--- config.mk ---
export PLATFORM = sky130hd
export DESIGN_NAME = motion_search_engine_flat
export DESIGN_NICKNAME = d
export VERILOG_FILES = /design/src/rtl/motion_search_if.sv /design/src/rtl/motion_search_engine.sv /design/src/flat_wrapper.sv
export SDC_FILE = /design/constraint.sdc
export NUM_CORES = 2
export LEC_CHECK = 0
export ABC_AREA = 1
export BUFFER_PORTS_ARGS = -buffer_cell sky130_fd_sc_hd__buf_4
export CAP_MARGIN = 40
export CORE_AREA = 2 2 329 331
export CTS_CLUSTER_SIZE = 16
export DETAILED_ROUTE_END_ITERATION = 8
export DIE_AREA = 0 0 331 333
export PLACE_DENSITY = 0.6
export RECOVER_POWER = 50
export SKIP_CTS_REPAIR_TIMING = 1
export SLEW_MARGIN = 30
export SYNTH_ARGS = -nofsm -noshare
export SYNTH_HDL_FRONTEND = slang
export SYNTH_SLANG_ARGS = --single-unit
export TNS_END_PERCENT = 10
--- constraint.sdc ---
create_clock -name clock -period 6.4 [get_ports clock]
set_clock_uncertainty 0.1 [all_clocks]
set_input_delay 1.28 -clock clock [delete_from_list [all_inputs] [get_ports clock]]
set_output_delay 1.28 -clock clock [all_outputs]
set_load 0.01 [all_outputs]
--- src/rtl/motion_search_if.sv ---
// Bus bundle for the motion search engine: control handshake, result
// outputs and the two synchronous read ports (reference and search memory).
interface motion_search_if #(
  parameter int BLK    = 16,
  parameter int RANGE  = 8,
  parameter int PIX_W  = 8,
  parameter int DIST_W = 16
) ();
  localparam int NPE   = 2 * RANGE;
  localparam int SW    = BLK + 2 * RANGE;
  localparam int VEC_W = $clog2(2 * RANGE) + 1;
  localparam int AR_W  = $clog2(BLK * BLK);
  localparam int AS_W  = $clog2(SW * SW);
  localparam int RD_W  = $clog2(2 * RANGE) + 1;

  logic                    start;
  logic                    early_en;
  logic [DIST_W-1:0]       thresh;
  logic [AR_W-1:0]         addr_r;
  logic [PIX_W-1:0]        rdata_r;
  logic [AS_W-1:0]         addr_s;
  logic [NPE*PIX_W-1:0]    rdata_s;
  logic                    busy;
  logic                    done;
  logic [DIST_W-1:0]       best_dist;
  logic signed [VEC_W-1:0] mv_x;
  logic signed [VEC_W-1:0] mv_y;
  logic [RD_W-1:0]         rows_done;

  // Requester side: issues start, serves both memories, reads results.
  modport master (
    output start, early_en, thresh, rdata_r, rdata_s,
    input  addr_r, addr_s, busy, done, best_dist, mv_x, mv_y, rows_done
  );

  // Engine side.
  modport slave (
    input  start, early_en, thresh, rdata_r, rdata_s,
    output addr_r, addr_s, busy, done, best_dist, mv_x, mv_y, rows_done
  );
endinterface

--- src/rtl/motion_search_engine.sv ---
// Full-search block-matching motion estimator. One dy row at a time, the
// BLK x BLK reference block is streamed against NPE horizontally shifted
// candidates in parallel; each PE accumulates a saturating SAD, and the
// candidates are then compared serially against the running best.
module motion_search_engine #(
  parameter int BLK    = 16,
  parameter int RANGE  = 8,
  parameter int PIX_W  = 8,
  parameter int DIST_W = 16
) (
  input  logic           clock,
  input  logic           reset,
  motion_search_if.slave bus
);
  localparam int NPE   = 2 * RANGE;
  localparam int SW    = BLK + 2 * RANGE;
  localparam int VEC_W = $clog2(2 * RANGE) + 1;
  localparam int AR_W  = $clog2(BLK * BLK);
  localparam int AS_W  = $clog2(SW * SW);
  localparam int CC_W  = $clog2(NPE);
  localparam int DY_W  = $clog2(2 * RANGE);
  localparam int RD_W  = $clog2(2 * RANGE) + 1;

  localparam logic [AR_W-1:0] LAST_FETCH = AR_W'(BLK * BLK - 1);
  localparam logic [CC_W-1:0] LAST_PE    = CC_W'(NPE - 1);
  localparam logic [DY_W-1:0] LAST_ROW   = DY_W'(2 * RANGE - 1);

  typedef enum logic [2:0] {
    S_IDLE,
    S_FETCH,
    S_DRAIN,
    S_COMPARE,
    S_DONE
  } state_t;

  state_t                  state_q, state_d;
  logic [AR_W-1:0]         fcnt_q, fcnt_d;      // fetch cycle n within a row
  logic [CC_W-1:0]         ccnt_q, ccnt_d;      // PE index under comparison
  logic [DY_W-1:0]         dy_q, dy_d;          // current row dy_idx
  logic                    early_q, early_d;
  logic [DIST_W-1:0]       thresh_q, thresh_d;
  logic                    valid_q, valid_d;    // read data valid this cycle
  logic                    first_q, first_d;    // first valid data of a row
  logic [DIST_W-1:0]       acc_q [NPE];
  logic [DIST_W-1:0]       acc_d [NPE];
  logic [DIST_W-1:0]       best_q, best_d;
  logic signed [VEC_W-1:0] mvx_q, mvx_d;
  logic signed [VEC_W-1:0] mvy_q, mvy_d;
  logic [RD_W-1:0]         rows_q, rows_d;
  logic [DIST_W-1:0]       sad_sel;
  logic [31:0]             row_i, col_j;

  // Saturating SAD step for one PE: load on the row's first datum, else add.
  function automatic logic [DIST_W-1:0] acc_next(
    input logic [DIST_W-1:0] acc,
    input logic [PIX_W-1:0]  a,
    input logic [PIX_W-1:0]  b,
    input logic              first
  );
    logic [PIX_W-1:0]  diff;
    logic [DIST_W:0]   sum;
    diff = (a > b) ? (a - b) : (b - a);
    sum  = {1'b0, acc} + (DIST_W + 1)'(diff);
    if (first)          acc_next = DIST_W'(diff);
    else if (sum[DIST_W]) acc_next = '1;
    else                acc_next = sum[DIST_W-1:0];
  endfunction

  // Next-state and result-update logic of the search sequencer.
  always_comb begin
    // NOTE: every variable gets a default first so no path leaves it unassigned, which would infer a latch.
    state_d  = state_q;
    fcnt_d   = fcnt_q;
    ccnt_d   = ccnt_q;
    dy_d     = dy_q;
    early_d  = early_q;
    thresh_d = thresh_q;
    best_d   = best_q;
    mvx_d    = mvx_q;
    mvy_d    = mvy_q;
    rows_d   = rows_q;
    valid_d  = (state_q == S_FETCH);
    first_d  = (state_q == S_FETCH) && (fcnt_q == '0);
    sad_sel  = acc_q[ccnt_q];

    case (state_q)
      S_IDLE: begin
        if (bus.start) begin
          early_d  = bus.early_en;
          thresh_d = bus.thresh;
          rows_d   = '0;
          dy_d     = '0;
          fcnt_d   = '0;
          state_d  = S_FETCH;
        end
      end
      S_FETCH: begin
        if (fcnt_q == LAST_FETCH) begin
          fcnt_d  = '0;
          state_d = S_DRAIN;
        end else begin
          fcnt_d = fcnt_q + AR_W'(1);
        end
      end
      S_DRAIN: begin
        ccnt_d  = '0;
        state_d = S_COMPARE;
      end
      S_COMPARE: begin
        // The very first candidate of a search seeds the best unconditionally;
        // strict < afterwards makes the earliest (smallest dy, then dx) win ties.
        if (((dy_q == '0) && (ccnt_q == '0)) || (sad_sel < best_q)) begin
          best_d = sad_sel;
          mvx_d  = VEC_W'(ccnt_q) - VEC_W'(RANGE);
          mvy_d  = VEC_W'(dy_q) - VEC_W'(RANGE);
        end
        if (ccnt_q == LAST_PE) begin
          ccnt_d = '0;
          rows_d = rows_q + RD_W'(1);
          // Early exit looks at the best including this row's last candidate.
          if ((dy_q == LAST_ROW) || (early_q && (best_d <= thresh_q))) begin
            state_d = S_DONE;
          end else begin
            dy_d    = dy_q + DY_W'(1);
            state_d = S_FETCH;
          end
        end else begin
          ccnt_d = ccnt_q + CC_W'(1);
        end
      end
      S_DONE: state_d = S_IDLE;
      default: state_d = S_IDLE;
    endcase
  end

  // Per-PE accumulator update from the reference pixel and its search lane.
  always_comb begin
    for (int k = 0; k < NPE; k++) begin
      acc_d[k] = acc_q[k];
      if (valid_q) begin
        acc_d[k] = acc_next(acc_q[k], bus.rdata_r, bus.rdata_s[k*PIX_W +: PIX_W], first_q);
      end
    end
  end

  // Read addresses: reference walks i*BLK+j, search walks the same (i, j)
  // offset down by dy_idx rows; both park at 0 whenever the engine is idle.
  always_comb begin
    row_i      = 32'(fcnt_q) / 32'(BLK);
    col_j      = 32'(fcnt_q) % 32'(BLK);
    bus.addr_r = '0;
    bus.addr_s = '0;
    if (state_q == S_FETCH) begin
      bus.addr_r = fcnt_q;
      bus.addr_s = AS_W'((32'(dy_q) + row_i) * 32'(SW) + col_j);
    end
  end

  // State register with synchronous active-low reset.
  always_ff @(posedge clock) begin
    // NOTE: sequential state uses non-blocking assignment so every flop samples pre-edge values.
    if (!reset) begin
      state_q  <= S_IDLE;
      fcnt_q   <= '0;
      ccnt_q   <= '0;
      dy_q     <= '0;
      early_q  <= 1'b0;
      thresh_q <= '0;
      valid_q  <= 1'b0;
      first_q  <= 1'b0;
      best_q   <= '1;
      mvx_q    <= '0;
      mvy_q    <= '0;
      rows_q   <= '0;
      // NOTE: the small PE accumulator array is reset explicitly because an aborted search must leave no partial sums behind.
      for (int k = 0; k < NPE; k++) acc_q[k] <= '0;
    end else begin
      state_q  <= state_d;
      fcnt_q   <= fcnt_d;
      ccnt_q   <= ccnt_d;
      dy_q     <= dy_d;
      early_q  <= early_d;
      thresh_q <= thresh_d;
      valid_q  <= valid_d;
      first_q  <= first_d;
      best_q   <= best_d;
      mvx_q    <= mvx_d;
      mvy_q    <= mvy_d;
      rows_q   <= rows_d;
      for (int k = 0; k < NPE; k++) acc_q[k] <= acc_d[k];
    end
  end

  assign bus.busy      = (state_q != S_IDLE);
  assign bus.done      = (state_q == S_DONE);
  assign bus.best_dist = best_q;
  assign bus.mv_x      = mvx_q;
  assign bus.mv_y      = mvy_q;
  assign bus.rows_done = rows_q;
endmodule

--- src/flat_wrapper.sv ---
// flat-port wrapper written by rule: the top's interface ports become plain ports
module motion_search_engine_flat 
#(
  parameter int BLK    = 16,
  parameter int RANGE  = 8,
  parameter int PIX_W  = 8,
  parameter int DIST_W = 16
)
  (clock, reset, bus_start, bus_early_en, bus_thresh, bus_rdata_r, bus_rdata_s, bus_addr_r, bus_addr_s, bus_busy, bus_done, bus_best_dist, bus_mv_x, bus_mv_y, bus_rows_done);
  motion_search_if #(.BLK(BLK), .RANGE(RANGE), .PIX_W(PIX_W), .DIST_W(DIST_W)) bus_i ();
  input  logic clock;
  input  logic reset;
  input wire logic [$bits(bus_i.start)-1:0] bus_start;
  input wire logic [$bits(bus_i.early_en)-1:0] bus_early_en;
  input wire logic [$bits(bus_i.thresh)-1:0] bus_thresh;
  input wire logic [$bits(bus_i.rdata_r)-1:0] bus_rdata_r;
  input wire logic [$bits(bus_i.rdata_s)-1:0] bus_rdata_s;
  output wire logic [$bits(bus_i.addr_r)-1:0] bus_addr_r;
  output wire logic [$bits(bus_i.addr_s)-1:0] bus_addr_s;
  output wire logic [$bits(bus_i.busy)-1:0] bus_busy;
  output wire logic [$bits(bus_i.done)-1:0] bus_done;
  output wire logic [$bits(bus_i.best_dist)-1:0] bus_best_dist;
  output wire logic [$bits(bus_i.mv_x)-1:0] bus_mv_x;
  output wire logic [$bits(bus_i.mv_y)-1:0] bus_mv_y;
  output wire logic [$bits(bus_i.rows_done)-1:0] bus_rows_done;
  assign bus_i.start = bus_start;
  assign bus_i.early_en = bus_early_en;
  assign bus_i.thresh = bus_thresh;
  assign bus_i.rdata_r = bus_rdata_r;
  assign bus_i.rdata_s = bus_rdata_s;
  assign bus_addr_r = bus_i.addr_r;
  assign bus_addr_s = bus_i.addr_s;
  assign bus_busy = bus_i.busy;
  assign bus_done = bus_i.done;
  assign bus_best_dist = bus_i.best_dist;
  assign bus_mv_x = bus_i.mv_x;
  assign bus_mv_y = bus_i.mv_y;
  assign bus_rows_done = bus_i.rows_done;
  motion_search_engine #(.BLK(BLK), .RANGE(RANGE), .PIX_W(PIX_W), .DIST_W(DIST_W)) u_core (.clock(clock), .reset(reset), .bus(bus_i));
endmodule
==> metrics.md <==
| Metric | Value |
|---|---|
| Reg area | 6550 sq um |
| RSZ-0062 raised after global routing | false |
| Multi-input combinational cell area | 24400 sq um |
| Met3 wire len | 6580 microns |
| Most frequent cell after synthesis | nand2_1 |
| Final GP Congestion | slightly above 0.9 |
| VDD IR max | 0.179 mV |
| HP Class | reg2reg |
| Syn avg cell area | 6.55 sq um |
| Max-slew headroom | 0.169 |
| Clock transition at the registers of the reported paths | 0.06 ns |
| Synth warn | 0 |
| Vias in the first global route | ~33000 |
| Final Cycle Share | 0.926 |
| Synth Cell Area | 34900 sq um |
| MaxCap Viol Count | 0 |
| Total gr overflow | 0 |
| Fillers | 11600 |
| H-tree levels | 2 |
| Type of origin of the critical path | input port |
| FF+latch count, synth | 327 |
| Met2 routed WL | between 50000 and 60000 microns |
| Clock Latency Late Sink | roughly 0.6 ns |
| TritonCTS clock tree | yes |
| Post-Route M1 WL | about 55000 microns |
| Sequential share of the synthesized area | 0.188 |
| Nets | 6011 |
| Layout cell share with drive strength beyond 1 | 0.0649 |
| Diode count | 0 |
| Post-synth EDFFs | 0 |
| Initial antenna violation count | 1 |
| Power density over the cells | approximately 210 nW/um^2 |
| Core area | 107000 sq um |
| Clk root buf | clkbuf_16 |
| Clk sinks | 327 |
| Initial core utilization | 0.327 |
| First-pass GRT wire length | 182000 microns |
| Routed wire per std cell | 17.2 microns |
| Final Cell Area | around 39000 sq um |
| Area share of the largest cell type after synthesis | 0.188 |
| Port Buffers | 205 |
| Synth async-reset ratio | 0 |
| Drt total wl | 117000 microns |
| Final setup TNS | 0 ns |
| DR pass1 iterations | 8 |
| Final Slew Violations | 0 |
| Vias per Instance | 5.21 |
| Status | finished clean |
| Setup Viol. Count Final | 0 |
| Worst Path Arrival | 6.34 ns |
| DR iter-0 viols | about 2800 |
| Worst-Margin Slew | 1.25 ns |
| Static Leak | 18.1 nW |
| Top cells by instance count after synthesis | 1102 x nand2_1, 740 x inv_1, 712 x a21oi_1 |
| Syn Nets | a little under 6000 |
| Tot GR Track Use | 0.205 |
| Critical Path Start | bus_rdata_r[0] |
| Placed cell area | 37700 sq um |
| Cell accounting for the most synthesized area | dfxtp_1 |
| Die H | 333 microns |
| Max FO, Critical Path | 9 |
| Critical Path RT | between 6 and 7 ns |
| TritonCTS Buffers | 41 |
| F_max | 169 MHz |
| IO Pins | ~210 |
| Die X | 331 microns |
| Largest net degree at the start of global routing | ~140 |
| Routed Antenna Nets | 0 |
| Post-DP HPWL | 86400 microns |
| Die area | 110000 sq um |
| Tot Pwr | 8.07 mW |
| Post-Synthesis Cells | 5324 |
| Main synth FF type | dfxtp_1 |
| Top sig layer | met4 |
| CP Class | in2reg |
| Hold_sp | u_core.thresh_q[12] |
| Crit. End Element | flip-flop |
| CTS Buffer Depth | 3 |
| Final Hold Fails | 0 |
| P&R area growth vs syn | 11.1% |
| Synth unique cells | between 60 and 70 |
| Synth area leaders | dfxtp_1 19%, ha_1 15%, nand2_1 12%, a21oi_1 10%, inv_1 8.0% |
| Via count | 35600 |
| DRC Markers | 0 |
| Core Rows | 120 |
| Minimum clock period | 5.93 ns |
## power breakdown
| group | switching [mW] | leakage (nW) | total (mW) | internal, mW |
|---|---|---|---|---|
| clock network | 1.02 | 0.661 | 2.39 | 1.37 |
| registers | 0.128 | 2.65 | 2.30 | 2.17 |
| logic | 2.14 | 14.8 | 3.39 | 1.25 |
| total | 3.29 | 18.1 | 8.07 | 4.78 |
## cells in the final DEF, fill, tap and decap left out, types with 8 or more instances in the layout
cell	n
or2_2	19
dfxtp_1	323
o21ai_1	36
clkbuf_1	63
nand3_1	238
and2_1	15
clkbuf_8	8
o221ai_1	110
xnor2_1	57
inv_2	15
nand4_1	45
nand2_1	1113
nor2_1	275
a31oi_1	42
mux2i_1	26
fa_1	49
nor3_1	35
xor2_1	187
o211ai_1	60
a21o_1	23
clkbuf_16	41
buf_4	187
ha_1	410
a21oi_1	713
o31ai_1	23
inv_1	736
o21ai_0	431
nand2_2	8
nand3_2	14
## routing by layer
metal  global-route usage  up-vias
li1                     -    17900
met1                0.289    16500
met2                0.335     1006
met3               0.0185      136
met4               0.0518        0
met5                    0        -
## worst max-delay path, cell delays in order
cell and delay, ns:
clkbuf_1 0.09, inv_1 0.42, buf_12 0.20, ha_1 0.21
inv_1 0.07, fa_1 0.38, inv_1 0.09, o21ai_0 0.12
nand2_1 0.09, o211ai_1 0.09, nand2_1 0.22, inv_1 0.16
nand2_1 0.09, nand2_1 0.06, xor2_1 0.20, inv_1 0.07
ha_1 0.34, nand2_1 0.07, inv_1 0.05, a21oi_1 0.08
o21ai_0 0.31, nand3_1 0.17, nor2_1 0.16, nand2_1 0.11
nor3_1 0.80, o21ai_0 0.22, a21oi_1 0.17
## worst paths after layout
kind | end | slack [ns] | cells after the start
max | u_core.acc_q[11][10] | 0.47 | 27
min | u_core.thresh_q[12] | 0.36 | 2
max reg2reg | u_core.dy_q[0] | 0.47 | 32
min reg2reg | u_core.thresh_q[12] | 0.36 | 2
## final cells by class
type,instances,area share
Clock buffer,57,0.0301
Clock inverter,15,0.00488
Inverter,758,0.0739
Multi-Input combinational cell,4016,0.630
Sequential cell,327,0.169
Tap cell,1403,0.0453
Timing Repair Buffer,252,0.0469
## state kept, by name, summed over array words and instances (netlist names), 3 cells and up, named ones only
| signal | flops |
|---|---|
| u_core.acc_q | 256 |
| u_core.bus.best_dist | 16 |
| u_core.bus.mv_x | 4 |
| u_core.bus.mv_y | 4 |
| u_core.bus.rows_done | 5 |
| u_core.ccnt_q | 4 |
| u_core.dy_q | 4 |
| u_core.fcnt_q | 8 |
| u_core.state_q | 3 |
| u_core.thresh_q | 16 |
## metrics by stage
step	util	setup slack, ns	hold slack, ns	cells
2_1_floorplan	-	1.40	0.335	5324
3_3_place_gp	0.352	0.375	0.352	6749
3_5_place_dp	0.354	0.319	0.356	6755
4_1_cts	0.366	0.492	0.365	6827
5_1_grt	0.363	0.0111	0.388	6828
6_report	0.363	0.474	0.360	6828
## kinds of logic (layout without fill, tap and decap cells)
logic type	Yosys count	in the layout	synth area share
DFF	327	327	0.188
AOI/OAI and AO/OA	1491	1491	0.240
muxes	26	26	0.00746
adders and majority gates	459	459	0.175
other	1	1	0.000108
xor gates and xnor gates	244	244	0.0613
buffers and inverters	981	1082	0.110
and+or+nand+nor	1795	1795	0.218
Power figures use the tool's default switching activity.
